`config.mk`:
```
export PLATFORM = sky130hd
export DESIGN_NAME = timer_unit
export DESIGN_NICKNAME = d
export VERILOG_FILES = /design/src/rtl/timer_unit.sv
export SDC_FILE = /design/constraint.sdc
export NUM_CORES = 1
export LEC_CHECK = 0
export BUFFER_PORTS_ARGS = -buffer_cell sky130_fd_sc_hd__buf_4
export CAP_MARGIN = 25
export CORE_MARGIN = 3
export CORE_UTILIZATION = 30
export CTS_CLUSTER_SIZE = 25
export DETAILED_ROUTE_END_ITERATION = 6
export GPL_TIMING_DRIVEN = 1
export PLACE_DENSITY = 0.59
export SYNTH_ARGS = -nofsm -noshare
export SYNTH_HDL_FRONTEND = slang
export SYNTH_SLANG_ARGS = --single-unit
export TNS_END_PERCENT = 100
```
`constraint.sdc`:
```
create_clock -name clk -period 5.45 [get_ports clk]
set_clock_uncertainty 0.1 [all_clocks]
set_input_delay 1.09 -clock clk [delete_from_list [all_inputs] [get_ports clk]]
set_output_delay 1.09 -clock clk [all_outputs]
set_load 0.03 [all_outputs]
```
`src/rtl/timer_unit.sv`:
```
// Memory-mapped down-counting timer with prescaler, auto-reload and
// level interrupt; 32-byte register window on the CPU data bus.
module timer_unit #(
    parameter logic [31:0] BASE_ADDR = 32'h0000_1000
) (
    input  logic        clk,
    input  logic        rst,
    input  logic        ce,
    input  logic        we,
    input  logic [31:0] addr,
    input  logic [31:0] wtData,
    output logic [31:0] rdData,
    output logic        intimer
);

    typedef enum logic {
        IDLE = 1'b0,
        RUN  = 1'b1
    } state_e;

    localparam logic [2:0] R_CTRL   = 3'd0;
    localparam logic [2:0] R_COUNT  = 3'd1;
    localparam logic [2:0] R_LOAD   = 3'd2;
    localparam logic [2:0] R_STATUS = 3'd3;
    localparam logic [2:0] R_PSC    = 3'd4;

    state_e      state_q, state_d;
    logic        auto_q, auto_d;
    logic        ie_q, ie_d;
    logic        exp_q, exp_d;
    logic [31:0] count_q, count_d;
    logic [31:0] load_q, load_d;
    logic [15:0] psc_q, psc_d;
    logic [15:0] pre_q, pre_d;

    logic        hit;
    logic [2:0]  sel;
    logic        wr_en;
    logic        wr_ctrl, wr_count, wr_load, wr_status, wr_psc;
    logic        tick;
    logic        expire;
    logic        unused_addr;

    // Byte lanes are irrelevant: every register is a full word.
    assign unused_addr = ^addr[1:0];

    assign hit       = ce && (addr[31:5] == BASE_ADDR[31:5]);
    assign sel       = addr[4:2];
    assign wr_en     = hit && we;
    assign wr_ctrl   = wr_en && (sel == R_CTRL);
    assign wr_count  = wr_en && (sel == R_COUNT);
    assign wr_load   = wr_en && (sel == R_LOAD);
    assign wr_status = wr_en && (sel == R_STATUS);
    assign wr_psc    = wr_en && (sel == R_PSC);

    // Prescaler terminal count only matters while running.
    assign tick   = (state_q == RUN) && (pre_q == psc_q);
    assign expire = tick && (count_q == 32'd0);

    // Interrupt depends on flops only, never on the bus.
    assign intimer = exp_q & ie_q;

    // Next-state: counting first, then bus writes override it.
    always_comb begin
        state_d = state_q;
        auto_d  = auto_q;
        ie_d    = ie_q;
        exp_d   = exp_q;
        count_d = count_q;
        load_d  = load_q;
        psc_d   = psc_q;
        pre_d   = pre_q;

        if (state_q == RUN) begin
            pre_d = tick ? 16'd0 : 16'(pre_q + 16'd1);
        end

        if (tick) begin
            if (count_q != 32'd0) begin
                count_d = count_q - 32'd1;
            end else if (auto_q) begin
                count_d = load_q;
            end else begin
                state_d = IDLE;
            end
        end

        if (wr_status && wtData[0]) begin
            exp_d = 1'b0;
        end
        if (expire) begin
            exp_d = 1'b1;
        end

        unique case (1'b1)
            wr_ctrl: begin
                auto_d = wtData[1];
                ie_d   = wtData[2];
                if (wtData[0]) begin
                    state_d = RUN;
                    count_d = load_q;
                    pre_d   = 16'd0;
                end else begin
                    state_d = IDLE;
                end
            end
            wr_count: count_d = wtData;
            wr_load:  load_d  = wtData;
            wr_psc:   psc_d   = wtData[15:0];
            default: ;
        endcase
    end

    // State register with asynchronous clear.
    always_ff @(posedge clk or negedge rst) begin
        if (!rst) begin
            state_q <= IDLE;
            auto_q  <= 1'b0;
            ie_q    <= 1'b0;
            exp_q   <= 1'b0;
            count_q <= 32'd0;
            load_q  <= 32'd0;
            psc_q   <= 16'd0;
            pre_q   <= 16'd0;
        end else begin
            state_q <= state_d;
            auto_q  <= auto_d;
            ie_q    <= ie_d;
            exp_q   <= exp_d;
            count_q <= count_d;
            load_q  <= load_d;
            psc_q   <= psc_d;
            pre_q   <= pre_d;
        end
    end

    // Read mux: zero unless this is a read hit on a mapped register.
    always_comb begin
        rdData = 32'h0;
        if (hit && !we) begin
            unique case (sel)
                R_CTRL:   rdData = {29'd0, ie_q, auto_q, state_q == RUN};
                R_COUNT:  rdData = count_q;
                R_LOAD:   rdData = load_q;
                R_STATUS: rdData = {31'd0, exp_q};
                R_PSC:    rdData = {16'd0, psc_q};
                default:  rdData = 32'h0;
            endcase
        end
    end

endmodule

```
# --- Word level (Yosys, flattened, before mapping) ---
# Index checks and enable logic that the tools add are counted.
totals:
  wordCells: 55
  output_inout_bits: 33
  ff_bits: 100
classes:
  bitwise_logic: 1
  muxes: 18
  n_addsub: 2
  reduce_logical: 18
  eq_ne: 8
op_table:
  columns: ["operator", "count"]
  rows:
  - ["2-to-1 mux 32 bit", 5]
  - ["case mux 32 bit (5 select lines)", 1]
  - ["2-to-1 mux 16 bit", 4]
  - ["case mux 32 bit (2 select lines)", 1]
  - ["zero test 32 bit", 1]
  - ["nonzero test 32 bit", 1]
  - ["subtractor 32 x 1 -> 32 bit (second input constant)", 1]
  - ["equality test 27 x 8 -> 1 bit (second input constant)", 1]
  - ["adder 16 x 1 -> 16 bit (second input constant)", 1]
  - ["equality test 16 bit", 1]
  - ["logical AND 1 bit", 11]
  - ["2-to-1 mux 1 bit", 7]
  - ["equality test 3 x 2 -> 1 bit (second input constant)", 2]
  - ["nonzero test 2 bit", 2]
  - ["equality test 3 x 1 -> 1 bit (second input constant)", 1]
  - ["equality test 3 bit (second input constant)", 1]
  - ["zero test 3 bit", 1]
  - ["AND reduction 3 bit", 1]
  - ["inequality test 2 x 1 -> 1 bit (second input constant)", 1]
  - ["inequality test 2 bit (second input constant)", 1]
  - ["AND 1 bit", 1]
  - ["zero test 1 bit", 1]

# --- Depth between registers and ports, before layout ---
# Gate-level depths: netlist of the first run.
depth:
  ltp_word: 7
  mapped_depth: 10
  mapped_depth_nobuf: 9

# --- Least setup slack after synthesis of the first run ---
# No wires, ideal clock.
synth_path:
  kind: "input to output"
  start: "input addr[2]"
  end: "output rdData[21]"
  path_stages: 8
  path_buffers: 4
  arrival_ns: 2.995
  slack_ns: 1.265
  path_cell_list: "clkbuf_1 > nor2b_1 > clkbuf_1 > nor2b_1 > clkbuf_1 > clkbuf_1 > a22oi_1 > nor2_1"
synth_between:
  elab_chain_cells: 3
  elab_cells_between_ends: 7
  classes_between: "4 x eq/ne; 2 x mux; 1 x reduce/logical"
synth_rtl:
  columns: ["item", "line", "rtl"]
  rows:
  - ["from (decl)", "10", "input logic [31:0] addr,"]
  - ["equality test 3 bit, or another cell as far along", "141", "unique case (sel)"]
  - ["case mux 32 bit (5 select lines) (*)", "141", null]
  - ["2-to-1 mux 32 bit (*)", "140", "if (hit && !we) begin"]
  - ["to (decl)", "12", "output logic [31:0] rdData,"]
# Mark *: on every way between the ends. The rest lies on a longest branch, timed or not.

# --- Final worst setup path of the first run ---
layout_path:
  start: "input addr[30]"
  end: "output rdData[16]"
layout_between:
  elab_chain_cells: 4
layout_rtl:
  columns: ["item", "line", "rtl"]
  rows:
  - ["equality test 27 x 8 -> 1 bit", "47", "assign hit = ce && (addr[31:5] == BASE_ADDR[31:5]);"]
  - ["logical AND 1 bit", "47", null]
  - ["logical AND 1 bit", "140", null]
  - ["2-to-1 mux 32 bit", "140", null]
# No other way between the ends.

==> results of run 1 <==
## layout make-up
class | count | share of cell area (%)
repair buffers | 115 | 11.1
clock buffers | 11 | 3.11
flip-flops and latches | 100 | 32.1
well taps | 270 | 4.34
inverters | 9 | 0.434
multi-input cells | 552 | 47.7
clock inverters | 4 | 1.25
## worst max-delay path by stage
stage	endpoint	slack (ns)	start
floorplan	rdData[21]	1.27	addr[2]
global placement	rdData[16]	1.04	addr[30]
CTS	rdData[16]	1.04	addr[30]
global route	rdData[16]	0.87	addr[30]
finish	rdData[16]	1.09	addr[30]
detailed placement	rdData[16]	1.04	addr[30]
## routing by layer
| layer | track usage [%] | wire length (um) | up-vias |
|---|---|---|---|
| li1 | - | - | 2805 |
| met3 | 3.12 | 1370 | 36 |
| met2 | 28.7 | 10000 | 202 |
| met4 | 4.79 | 477 | 0 |
| met5 | 0 | 0 | - |
| met1 | 26.0 | 9840 | 2924 |
## worst max-delay path, stage by stage
cell and delay [ns]:
buf_4 0.11, nor4_1 0.30, nand4_1 0.26, nor2_1 0.20, nand3_1 0.45, buf_4 0.42
nor2_1 0.17, buf_4 0.18
## synth_stat cells (6+ instances only)
cell	instances	area (um2)
o21ai_0	25	125
inv_1	9	33.8
nand2_1	38	143
nor3_1	21	105
nor4_1	15	93.8
dfrtp_1	100	2500
nand4_1	9	56.3
a21oi_1	44	220
xor2_1	17	149
mux2_2	52	586
buf_2	8	40.0
clkbuf_1	31	116
xnor2_1	12	105
mux2i_1	16	160
o21ai_1	11	55.1
o31ai_1	6	45.0
a22oi_1	56	420
nor2_1	97	364
or3_1	7	43.8
o211ai_1	6	45.0
nand3_1	20	100
and3_1	6	37.5
or4_1	7	52.6
## flip-flops by register name, indices dropped and copies added, names as in the netlist
register / flops
auto_q: 1
count_q: 32
exp_q: 1
ie_q: 1
load_q: 32
pre_q: 16
psc_q: 16
state_q: 1
## stage by stage
step,instance area (um2),instances
global placement,7450,1046
global route,7790,1061
floorplan,6410,705
finish,7790,1061
detailed placement,7450,1046
CTS,7790,1061
## where the power goes
group	switching (mW)	internal (mW)	total (mW)
Clock	0.289	0.460	0.748
Combinational	0.0603	0.0484	0.109
Sequential	0.00571	0.745	0.751
Total	0.355	1.25	1.61
## logic make-up (layout without fill, tap and decap cells)
group,Yosys count,in the layout
muxes,68,68
xor gates and xnor gates,29,29
AOI/OAI and AO/OA,189,189
and+or+nand+nor,264,264
adders and majority gates,2,2
buffers and inverters,53,139
DFF,100,100
==> impl_metrics.csv, run 1 <==
group,metric,value,unit
run_status,outcome,"completed",
worst_setup_path,cp_max_fo,22,
final_layout,seq_area,0.00250,mm2
timing,finalCritPeriodShare,80.0,%
logic_synthesis,ys_warn_count,0,
worst_hold_path,hp-class,"reg -> reg",
timing,setup_slack,1.09,ns
detailed_routing,via_per_inst,5.62,
worst_setup_path,cp-end-kind,"primary output",
logic_synthesis,yosys.area_share.simple,22.0,%
logic_synthesis,synth.area.mux_share,11.6,%
timing,fin_setup_tns,0,ns
power_and_ir_drop,p_total,1.61,mW
grt,antenna_found_initial,0,
worst_hold_path,hold_path_end,"ie_q$_DFFE_PN0P_",
logic_synthesis,synth_seq_cells,100,
floorplan,io_pins,101,
timing,layout_min_cycle_time,4.36,ns
place,hpwlAfterDp,15.4,mm
final_layout,diodes,0,
logic_synthesis,synth_xor_xnor_area_share,3.96,%
clocking,tritoncts,"yes",
detailed_routing,drt_iter0_drc,508,
logic_synthesis,synth_area,0.00641,mm2
logic_synthesis,syn_inst,705,
worst_setup_path,start_kind,"input port",
final_layout,syn2layout_area_growth,21.5,%
final_layout,nets,857,
clocking,root_buffer,"clkbuf_16",
logic_synthesis,yosys_most_used_dff,"dfrtp_1",
timing,hold_violations,0,
logic_synthesis,synth_fp_nets,775,
floorplan,die_h,152,um
clocking,h-tree-depth,3,
power_and_ir_drop,p_leak,3.20,nW
detailed_routing,ant_nets,0,
logic_synthesis,postSynthAreaPerCell,9.09,um2
place,gp_congestion,0.890,
grt,grt_pass1_vias,5862,
worst_hold_path,min-delay-start,"ie_q$_DFFE_PN0P_",
timing,rsz0062_at_grt,"no",
logic_synthesis,synth-edff-count,0,
timing,report.final.slew_viol_count,0,
grt,grt_max_degree,66,
logic_synthesis,synth_compound_gate_area_share,19.5,%
timing,worst_pin_slew,0.973,ns
logic_synthesis,ys_types,67,
grt,grt_pass1_wl,34.0,mm
floorplan,initial_core_util,31.1,%
logic_synthesis,async_flop_share,100,%
clocking,cts-resized-gates,0,
worst_setup_path,required,4.26,ns
detailed_routing,drt_first_pass_iters,5,
clocking,postCtsSetupBuffers,0,
clocking,ctsHoldBuffers,0,
timing,relSlewSlack,35.2,%
grt,track_usage,18.2,%
detailed_routing,routedWlPerCell,20.5,um
floorplan,dieWidth,152,um
logic_synthesis,ys_seq_area_share,39.0,%
final_layout,final_layout_size_suffix_gt1_share,25.7,%
power_and_ir_drop,ir_drop,0.148,mV
place,port-buffer-count,98,
final_layout,layout_commonest_cell,"buf_4",
place,detailedPlace.worstSlack,1.04,ns
grt,grt_overflow,0,
clocking,ctsLongestPathBuffers,2,
timing,fmax,0.229,GHz
worst_hold_path,hold-path-cell-count,1,
logic_synthesis,synthAdderAreaFrac,0.390,%
clocking,insertion_delay,0.35,ns
worst_setup_path,worstPathArrival,3.17,ns
timing,holdWs,0.434,ns
final_layout,nFillCells,2160,
worst_setup_path,timing.rr.end,"count_q[17]$_DFF_PN0_",
detailed_routing,routed_wl,21.7,mm
final_layout,multi_input_area,0.00371,mm2
logic_synthesis,synth_top_family_by_area,"simple AND/OR/NAND/NOR gates",
floorplan,core,0.0206,mm2
worst_setup_path,regToRegSetupSlack,2.06,ns
detailed_routing,vias,5967,
timing,setup_viol,0,
final_layout,post-route-util,37.8,%
worst_setup_path,rr_worst_depth,7,
worst_setup_path,crit_type,"in -> out",
worst_setup_path,r2r_start,"count_q[3]$_DFF_PN0_",
floorplan,die_area,0.0232,mm2
power_and_ir_drop,power_density,206,mW/mm2
clocking,clkTransAtPathRegs,0.07,ns
floorplan,rows,52,
clocking,cts_num_sinks,100,
detailed_routing,drc_errors,0,
clocking,numCtsBuffers,9,
final_layout,final_cell_mix,"115 x buf_4, 100 x dfrtp_1, 97 x nor2_1",
run,cap_violations,0,
Power figures use the tool's default switching activity.
==> run 2, diff against run 1 <==
==> constraint.sdc (replaced) <==
create_clock -name clk -period 4.46 [get_ports clk]
set_clock_uncertainty 0.1 [all_clocks]
set_input_delay 0.892 -clock clk [delete_from_list [all_inputs] [get_ports clk]]
set_output_delay 0.892 -clock clk [all_outputs]
set_load 0.03 [all_outputs]
==> run 2 against run 1 <==
Against the previous run: sequential share of layout area is 0.18 points lower; sequential power is 22% higher; worst hold slack worse by 0.091 ns; die area stayed put; register-to-register slack worse by 0.89 ns; worst setup slack worse by 0.084 ns; critical path type unchanged; sequential cell count stayed put; via count is 0.27% lower; non-clock buffer count is 6 higher.
==> impl_metrics.csv, run 2 (synthesis gave the netlist of run 1 again) <==
group,metric,value,unit
timing,rsz0062_at_grt,"no",
floorplan,dieWidth,152,um
detailed_routing,vias,5951,
worst_setup_path,slowest_delay,0.28,ns
clocking,postCtsSetupBuffers,0,
clocking,clkTransAtPathRegs,0.07,ns
timing,fin_setup_tns,0,ns
timing,layout_min_cycle_time,3.46,ns
power_and_ir_drop,power_density,241,mW/mm2
timing,setup_viol,0,
worst_setup_path,crit_slowest_cell,"nor4b_1",
timing,report.final.slew_viol_count,0,
worst_setup_path,worstPathArrival,2.46,ns
detailed_routing,drt_first_pass_iters,5,
worst_setup_path,start_kind,"input port",
floorplan,initial_core_util,31.1,%
clocking,insertion_delay,0.35,ns
worst_setup_path,cp-end-kind,"primary output",
run_status,outcome,"completed",
place,hpwlAfterDp,15.3,mm
timing,finalCritPeriodShare,77.5,%
grt,grt_max_degree,74,
clocking,tritoncts,"yes",
clocking,ctsHoldBuffers,0,
grt,antenna_found_initial,0,
grt,grt_overflow,0,
detailed_routing,routed_wl,21.4,mm
final_layout,layout_commonest_cell,"buf_4",
final_layout,instances_no_fill,1066,
floorplan,die_area,0.0232,mm2
clocking,numCtsBuffers,9,
power_and_ir_drop,p_leak,3.23,nW
run,cap_violations,0,
final_layout,syn2layout_area_growth,22.2,%
worst_setup_path,path_cells,"buf_4 -> nor4b_1 -> nand4_1 -> nor2_1 -> nand3_1 -> buf_4 -> nor2_1 -> buf_4",
worst_setup_path,required,3.47,ns
worst_setup_path,crit_top_cell,"buf_4",
timing,hold_violations,0,
detailed_routing,ant_nets,0,
place,dp.cells,1051,
grt,grt_pass1_vias,5837,
timing,relSlewSlack,36.7,%
floorplan,io_pins,101,
floorplan,core,0.0206,mm2
detailed_routing,drt_iter0_drc,491,
clocking,h-tree-depth,3,
clocking,ctsLongestPathBuffers,2,
detailed_routing,routedWlPerCell,20.1,um
clocking,cts_num_sinks,100,
grt,track_usage,18.3,%
clocking,cts-resized-gates,0,
detailed_routing,via_per_inst,5.58,
detailed_routing,drc_errors,0,
worst_setup_path,cp_max_fo,22,
power_and_ir_drop,ir_drop,0.212,mV
floorplan,die_h,152,um
timing,fmax,0.289,GHz
timing,holdWs,0.343,ns
final_layout,top_regs,"count_q x32, load_q x32",
clocking,root_buffer,"clkbuf_16",
timing,worst_pin_slew,0.941,ns
final_layout,post-route-util,38.0,%
final_layout,final_layout_size_suffix_gt1_share,26.0,%
final_layout,diodes,0,
worst_setup_path,crit_type,"in -> out",
grt,grt_pass1_wl,34.0,mm
place,port-buffer-count,98,
place,gp_congestion,0.882,
worst_hold_path,hp-class,"in -> async",
final_layout,nets,863,
final_layout,final_cell_mix,"119 x buf_4, 100 x dfrtp_1, 97 x nor2_1",
floorplan,rows,52,
## run 2: per-layer routing
metal | vias to the layer above | global-route usage (%) | wire (um)
met4 | 0 | 4.88 | 397
met2 | 206 | 28.9 | 9960
met1 | 2898 | 26.1 | 9780
met5 | - | 0 | 0
met3 | 20 | 3.10 | 1260
li1 | 2827 | - | -
## run 2: final cells by class
class,count,area (um2)
inverters,9,33.8
flip-flops and latches,100,2500
repair buffers,121,941
well taps,270,338
fillers,2111,12800
multi-input cells,552,3710
clock buffers,12,246
clock inverters,2,60.1
## run 2: path summary, 6_finish.rpt
path | from | endpoint | cells after the start | slack [ns]
worst min-delay path | rst | pre_q[12]$_DFF_PN0_ | 1 | 0.34
worst max-delay path | addr[18] | rdData[29] | 8 | 1.00
min in group clk | ie_q$_DFFE_PN0P_ | ie_q$_DFFE_PN0P_ | 1 | 0.43
max in group asynchronous | rst | count_q[30]$_DFF_PN0_ | 2 | 3.22
worst max register to register | count_q[17]$_DFF_PN0_ | count_q[17]$_DFF_PN0_ | 7 | 1.17
worst min register to register | ie_q$_DFFE_PN0P_ | ie_q$_DFFE_PN0P_ | 1 | 0.43
## run 2: stage by stage
step	total power [mW]	instance area, um2	setup WS [ns]
2_1_floorplan	0.978	6410	0.671
3_3_place_gp	1.07	7500	0.912
3_5_place_dp	1.07	7500	0.864
4_1_cts	1.91	7810	0.964
5_1_grt	1.96	7840	0.814
6_report	1.89	7840	1.00
## run 2: worst max-delay path, delay by kind of cell
kind / cells / cell delay (ns)
buffers and inverters: 3 / 0.52
AND/OR/NAND/NOR: 5 / 1.04
## run 2: power by group
group | switching [mW] | leakage, nW | internal (mW)
Sequential | 0.00693 | 1.27 | 0.911
Combinational | 0.0743 | 1.82 | 0.0619
Clock | 0.336 | 0.149 | 0.502
